==> src/rtl/fast_pulse_spacer_pkg.sv <==
// Shared CDC constants for the clka-side pulse spacer feeding the clka->clkb stretcher.
// State encodings are fixed so the stretcher side can decode them if ever needed.
package fast_pulse_spacer_pkg;

  typedef enum logic [1:0] {
    StIdle  = 2'd0,
    StPulse = 2'd1,
    StGap   = 2'd2
  } spacer_state_e;

  // Minimum high time, in clkb cycles, the downstream stretcher guarantees per pulse.
  localparam int unsigned StretchMinHigh = 2;

  function automatic int unsigned gap_cnt_width(input int unsigned min_gap);
    return (min_gap < 2) ? 1 : $clog2(min_gap + 1);
  endfunction

endpackage

==> src/rtl/sat_updown_counter.sv <==
// Saturating up/down event counter: inc and dec together cancel, inc at full is dropped,
// dec at zero is ignored.
module sat_updown_counter #(
  parameter int unsigned CNT_W = 4
) (
  input  logic             clka,
  input  logic             rst_n,
  input  logic             inc,
  input  logic             dec,
  output logic [CNT_W-1:0] count,
  output logic             full,
  output logic             drop
);

  logic [CNT_W-1:0] count_q, count_d;

  assign full  = (count_q == {CNT_W{1'b1}});
  assign count = count_q;

  always_comb begin
    count_d = count_q;
    drop    = 1'b0;
    if (inc && !dec) begin
      if (full) begin
        drop = 1'b1;
      end else begin
        count_d = count_q + CNT_W'(1);
      end
    end else if (dec && !inc && (count_q != '0)) begin
      count_d = count_q - CNT_W'(1);
    end
  end

  always_ff @(posedge clka or negedge rst_n) begin
    if (!rst_n) begin
      count_q <= '0;
    end else begin
      count_q <= count_d;
    end
  end

endmodule

==> src/rtl/fast_pulse_spacer.sv <==
// Queues bursty clka event strobes and re-emits them as 1-cycle pulses separated by at
// least MIN_GAP low cycles, so each one survives the slow-domain stretcher as an edge.
module fast_pulse_spacer
  import fast_pulse_spacer_pkg::*;
#(
  parameter int unsigned MIN_GAP = 8,
  parameter int unsigned CNT_W   = 4
) (
  input  logic             clka,
  input  logic             rst_n,
  input  logic             ev_in,
  input  logic             clr_ovf,
  output logic             pulse_out,
  output logic [CNT_W-1:0] pending,
  output logic             busy,
  output logic             ovf
);

  localparam int unsigned     GapW    = gap_cnt_width(MIN_GAP);
  localparam logic [GapW-1:0] GapLoad = GapW'(MIN_GAP - 1);

  spacer_state_e   state_q, state_d;
  logic [GapW-1:0] gap_q, gap_d;
  logic            pulse_q;
  logic            ovf_q, ovf_d;
  logic            avail, take;
  logic            full, drop;
  logic            unused_full;

  assign unused_full = full;

  // A same-cycle strobe counts as available, so an idle spacer answers in one cycle.
  assign avail = (pending != '0) | ev_in;

  sat_updown_counter #(
    .CNT_W (CNT_W)
  ) u_pending (
    .clka  (clka),
    .rst_n (rst_n),
    .inc   (ev_in),
    .dec   (take),
    .count (pending),
    .full  (full),
    .drop  (drop)
  );

  always_comb begin
    state_d = state_q;
    gap_d   = gap_q;
    take    = 1'b0;
    unique case (state_q)
      StIdle: begin
        if (avail) begin
          state_d = StPulse;
          take    = 1'b1;
        end
      end
      StPulse: begin
        state_d = StGap;
        gap_d   = GapLoad;
      end
      StGap: begin
        if (gap_q == '0) begin
          if (avail) begin
            state_d = StPulse;
            take    = 1'b1;
          end else begin
            state_d = StIdle;
          end
        end else begin
          gap_d = gap_q - GapW'(1);
        end
      end
      default: state_d = StIdle;
    endcase
  end

  // Setting wins over clearing so a drop is never lost.
  always_comb begin
    ovf_d = ovf_q;
    if (drop) begin
      ovf_d = 1'b1;
    end else if (clr_ovf) begin
      ovf_d = 1'b0;
    end
  end

  always_ff @(posedge clka or negedge rst_n) begin
    if (!rst_n) begin
      state_q <= StIdle;
      gap_q   <= '0;
      pulse_q <= 1'b0;
      ovf_q   <= 1'b0;
    end else begin
      state_q <= state_d;
      gap_q   <= gap_d;
      pulse_q <= (state_d == StPulse);
      ovf_q   <= ovf_d;
    end
  end

  // Pulse comes straight from a flop: the CDC stage must not see ev_in glitches.
  assign pulse_out = pulse_q;
  assign ovf       = ovf_q;
  assign busy      = (state_q != StIdle) | (pending != '0);

endmodule

==> config.mk <==
export PLATFORM = sky130hd
export DESIGN_NAME = fast_pulse_spacer
export DESIGN_NICKNAME = d
export VERILOG_FILES = /design/src/rtl/fast_pulse_spacer_pkg.sv /design/src/rtl/sat_updown_counter.sv /design/src/rtl/fast_pulse_spacer.sv
export SDC_FILE = /design/constraint.sdc
export NUM_CORES = 1
export LEC_CHECK = 0
export BUFFER_PORTS_ARGS = -buffer_cell sky130_fd_sc_hd__clkbuf_2
export CELL_PAD_IN_SITES_DETAIL_PLACEMENT = 0
export CELL_PAD_IN_SITES_GLOBAL_PLACEMENT = 2
export CORE_MARGIN = 4
export CORE_UTILIZATION = 34
export DETAILED_ROUTE_END_ITERATION = 12
export PLACE_DENSITY = 0.8
export SLEW_MARGIN = 20
export SYNTH_ARGS = -nofsm -noshare
export SYNTH_HDL_FRONTEND = slang
export SYNTH_SLANG_ARGS = --single-unit
==> constraint.sdc <==
create_clock -name clka -period 2.75 [get_ports clka]
set_clock_uncertainty 0.2 [all_clocks]
set_input_delay 0.55 -clock clka [delete_from_list [all_inputs] [get_ports clka]]
set_output_delay 0.55 -clock clka [all_outputs]
set_load 0.02 [all_outputs]
==> reports/results.tsv <==
stage	metric	value	unit
power_and_ir_drop	sequential power share	30.2	%
timing	Worst Max-Slew Pin Slew	629	ps
power_and_ir_drop	P per Cell Area	1250	mW/mm^2
timing	Final setup viols	0	
min_path	worst hold start	clr_ovf	
route	vias per inst	5.33	
timing	Slew Viols, Final	0	
clock_tree	H-tree depth	1	
floorplanning	row cnt	16	
grt	Overflow after GRT	0	
critical_path	crit path DAT	2610	ps
run_status	outcome	finished clean	
route	DR vias	629	
critical_path	Setup CP Type	register to register	
synthesis	Synth async-reset ratio	100	%
placement	pre-CTS setup slack	105	ps
floorplanning	IO Pins	11	
floorplanning	die area	0.00302	mm^2
clock_tree	root buffer cell	clkbuf_4	
synthesis	Synth Flop Type	dfrtp_1	
route	antenna-violating nets left	0	
synthesis	Synth Area per Inst	10.0	um^2
timing	Final WS setup	149	ps
synthesis	Mapped Cells	75	
placement	placed cell area	838	um^2
critical_path	Worst EP required	2760	ps
power_and_ir_drop	Sw Ratio	44.8	%
route	drt pass-1 iters	4	
floorplanning	Starting Density	37.1	%
power_and_ir_drop	Int Power	0.623	mW
critical_path	Crit. Startpoint	gap_q[0]	
clock_tree	CTS max path bufs	2	
placement	GPL Wtd Cong	0.795	
grt	Total GRT Usage	12.7	%
layout	area delta synth->final	20.5	%
synthesis	Synth cell types	32	
synthesis	FF+latch count, synth	12	
min_path	Hold Path Class	input port to register	
route	starting DRC count in detailed routing	6	
placement	PortBufs	10	
clock_tree	worst skew pair latency	280	ps
power_and_ir_drop	switching power	0.506	mW
critical_path	Reg2Reg Launch Point	gap_q[0]	
synthesis	Synth Net Count	84	
layout	fin area	905	um^2
power_and_ir_drop	Clk pwr share	13.0	%
timing	minimum clock period	2600	ps
synthesis	Synth Cell Area	751	um^2
floorplanning	Core ar.	0.00202	mm^2
floorplanning	die width	55.0	um
grt	initial antenna violation count	0	
layout	layout cells sized above 1	28.6	%
clock_tree	TritonCTS Buffers	3	
power_and_ir_drop	Comb pwr share	56.8	%
route	final wirelength	1560	um
synthesis	Syn. warnings	0	
critical_path	type of origin of the critical path	register	
synthesis	Post-synth EDFFs	0	
synthesis	Seq/Total Area, Yosys	40.0	%
grt	largest net degree at the start of global routing	13	
synthesis	Area contributors post-synth	dfrtp_1 40%, ha_1 6.7%, nand2_1 3.5%	
layout	nets@finish	101	
timing	period utilization	94.6	%
timing	Slew HR	57.7	%
timing	final hold vios	0	
clock_tree	Reg clk slew, reported paths	90	ps
floorplanning	die height	55.0	um
route	WL per Instance	13.2	um
timing	WHS	252	ps
power_and_ir_drop	Max IR drop VDD	0.000726	V
layout	# diodes	0	
placement	DP HPWL	1180	um
grt	first-pass GRT wire length	2690	um
synthesis	Synth area leader	dfrtp_1	
timing	Max Fclk	384	MHz
grt	vias in the first global route	597	
synthesis	area share of the largest cell type after synthesis	40.0	%
layout	Fill cells	214	
clock_tree	Clock Sinks	12	
route	DRC viols	0	
critical_path	crit-path max FO	4	
critical_path	critical path endpoint category	register	
timing	Setup TNS	0	ps
power_and_ir_drop	leakage	0.395	nW
run	Max Cap Viol	0	
clock_tree	CTS tree	built	
worst max-delay path, stage by stage (launching register included):
cell,delay (ps)
dfrtp_1,380
inv_1,90
ha_1,220
nor4b_2,180
nor3_2,230
inv_2,90
fa_1,400
xnor2_1,170
a2111oi_1,360
a21oi_1,70
mux2i_1,150
final cells by class:
type,instances,area (um^2),area share [%]
sequential,12,300,33.2
multi-input combinational,54,422,46.6
tap,27,33.8,3.73
clock buffer,4,36.3,4.01
timing repair buffer,15,90.1,9.96
inverter,6,22.5,2.49
placed cells by master, fill, tap and decap left out, drive strengths merged, types with 2 or more instances in the layout:
cell | netlist | final
clkbuf | 2 | 14
mux2i | 2 | 2
nor4 | 2 | 2
ha | 4 | 4
buf | 1 | 4
a21oi | 6 | 6
a22oi | 2 | 2
o21ai | 4 | 4
nand2 | 7 | 7
o22ai | 2 | 2
inv | 6 | 6
nand3 | 4 | 4
xnor2 | 3 | 3
nor2 | 2 | 2
nor3 | 2 | 2
dfrtp | 12 | 12
cell usage after synthesis (all sizes together), types with 3 or more instances:
master and n:
a21oi 6, dfrtp 12, ha 4, inv 6, nand2 7, nand3 4
o21ai 4, xnor2 3
through the flow:
step / total power [mW] / std cells / utilization [%]
after global routing: 1.24 / 118 / 44.7
after detailed placement: 0.967 / 112 / 41.5
final: 1.13 / 118 / 44.7
after global placement: 0.953 / 112 / 41.5
after floorplan: 0.805 / 75 / -
after CTS: 1.12 / 117 / 43.8
per-layer routing:
layer / global-route usage [%] / part of all wire, % / vias to the layer above
met5: 0 / 0 / -
met1: 17.1 / 49 / 306
met4: 7.29 / 1.9 / 0
met3: 2.95 / 5.6 / 2
met2: 18.3 / 43 / 17
li1: - / - / 304
path summary, 6_finish.rpt:
check	cells past startpoint	endpoint	slack, ps
worst max-delay path	10	u_pending.count[2]	150
worst min-delay path	2	ovf	250
worst max register to register	10	u_pending.count[2]	150
worst min register to register	2	ovf	340
max in group asynchronous	2	gap_q[0]	1620
min in group asynchronous	2	u_pending.count[3]	480
power groups by stage:
stage | Combinational [mW] | Sequential, mW | Clock, mW
global route | 0.722 | 0.355 | 0.160
detailed placement | 0.623 | 0.344 | 0
global placement | 0.610 | 0.342 | 0
CTS | 0.629 | 0.340 | 0.151
floorplan | 0.424 | 0.381 | 0
finish | 0.641 | 0.341 | 0.147
logic make-up after synthesis:
kind of cell / Yosys count / synth area share (%)
adder cells (fa/ha/maj): 5 / 9.33
XOR/XNOR: 3 / 3.50
AO/OA/AOI/OAI: 20 / 20.2
multiplexers: 3 / 4.67
AND/OR/NAND/NOR: 23 / 16.8
buffers and inverters: 9 / 5.50
flip-flops: 12 / 40.0
timing repair:
item,CTS,global route
buffers inserted,0,1
setup endpoints to repair,0,2
gates resized for setup,0,4
hold buffers,1,0
endpoints found under the hold margin,12,0
registers in the layout, indices dropped and copies added (netlist names):
name	cells
state_q	2
u_pending.count	4
ovf	1
pulse_out	1
gap_q	4
Note: power is estimated with default switching activity, not from simulation.
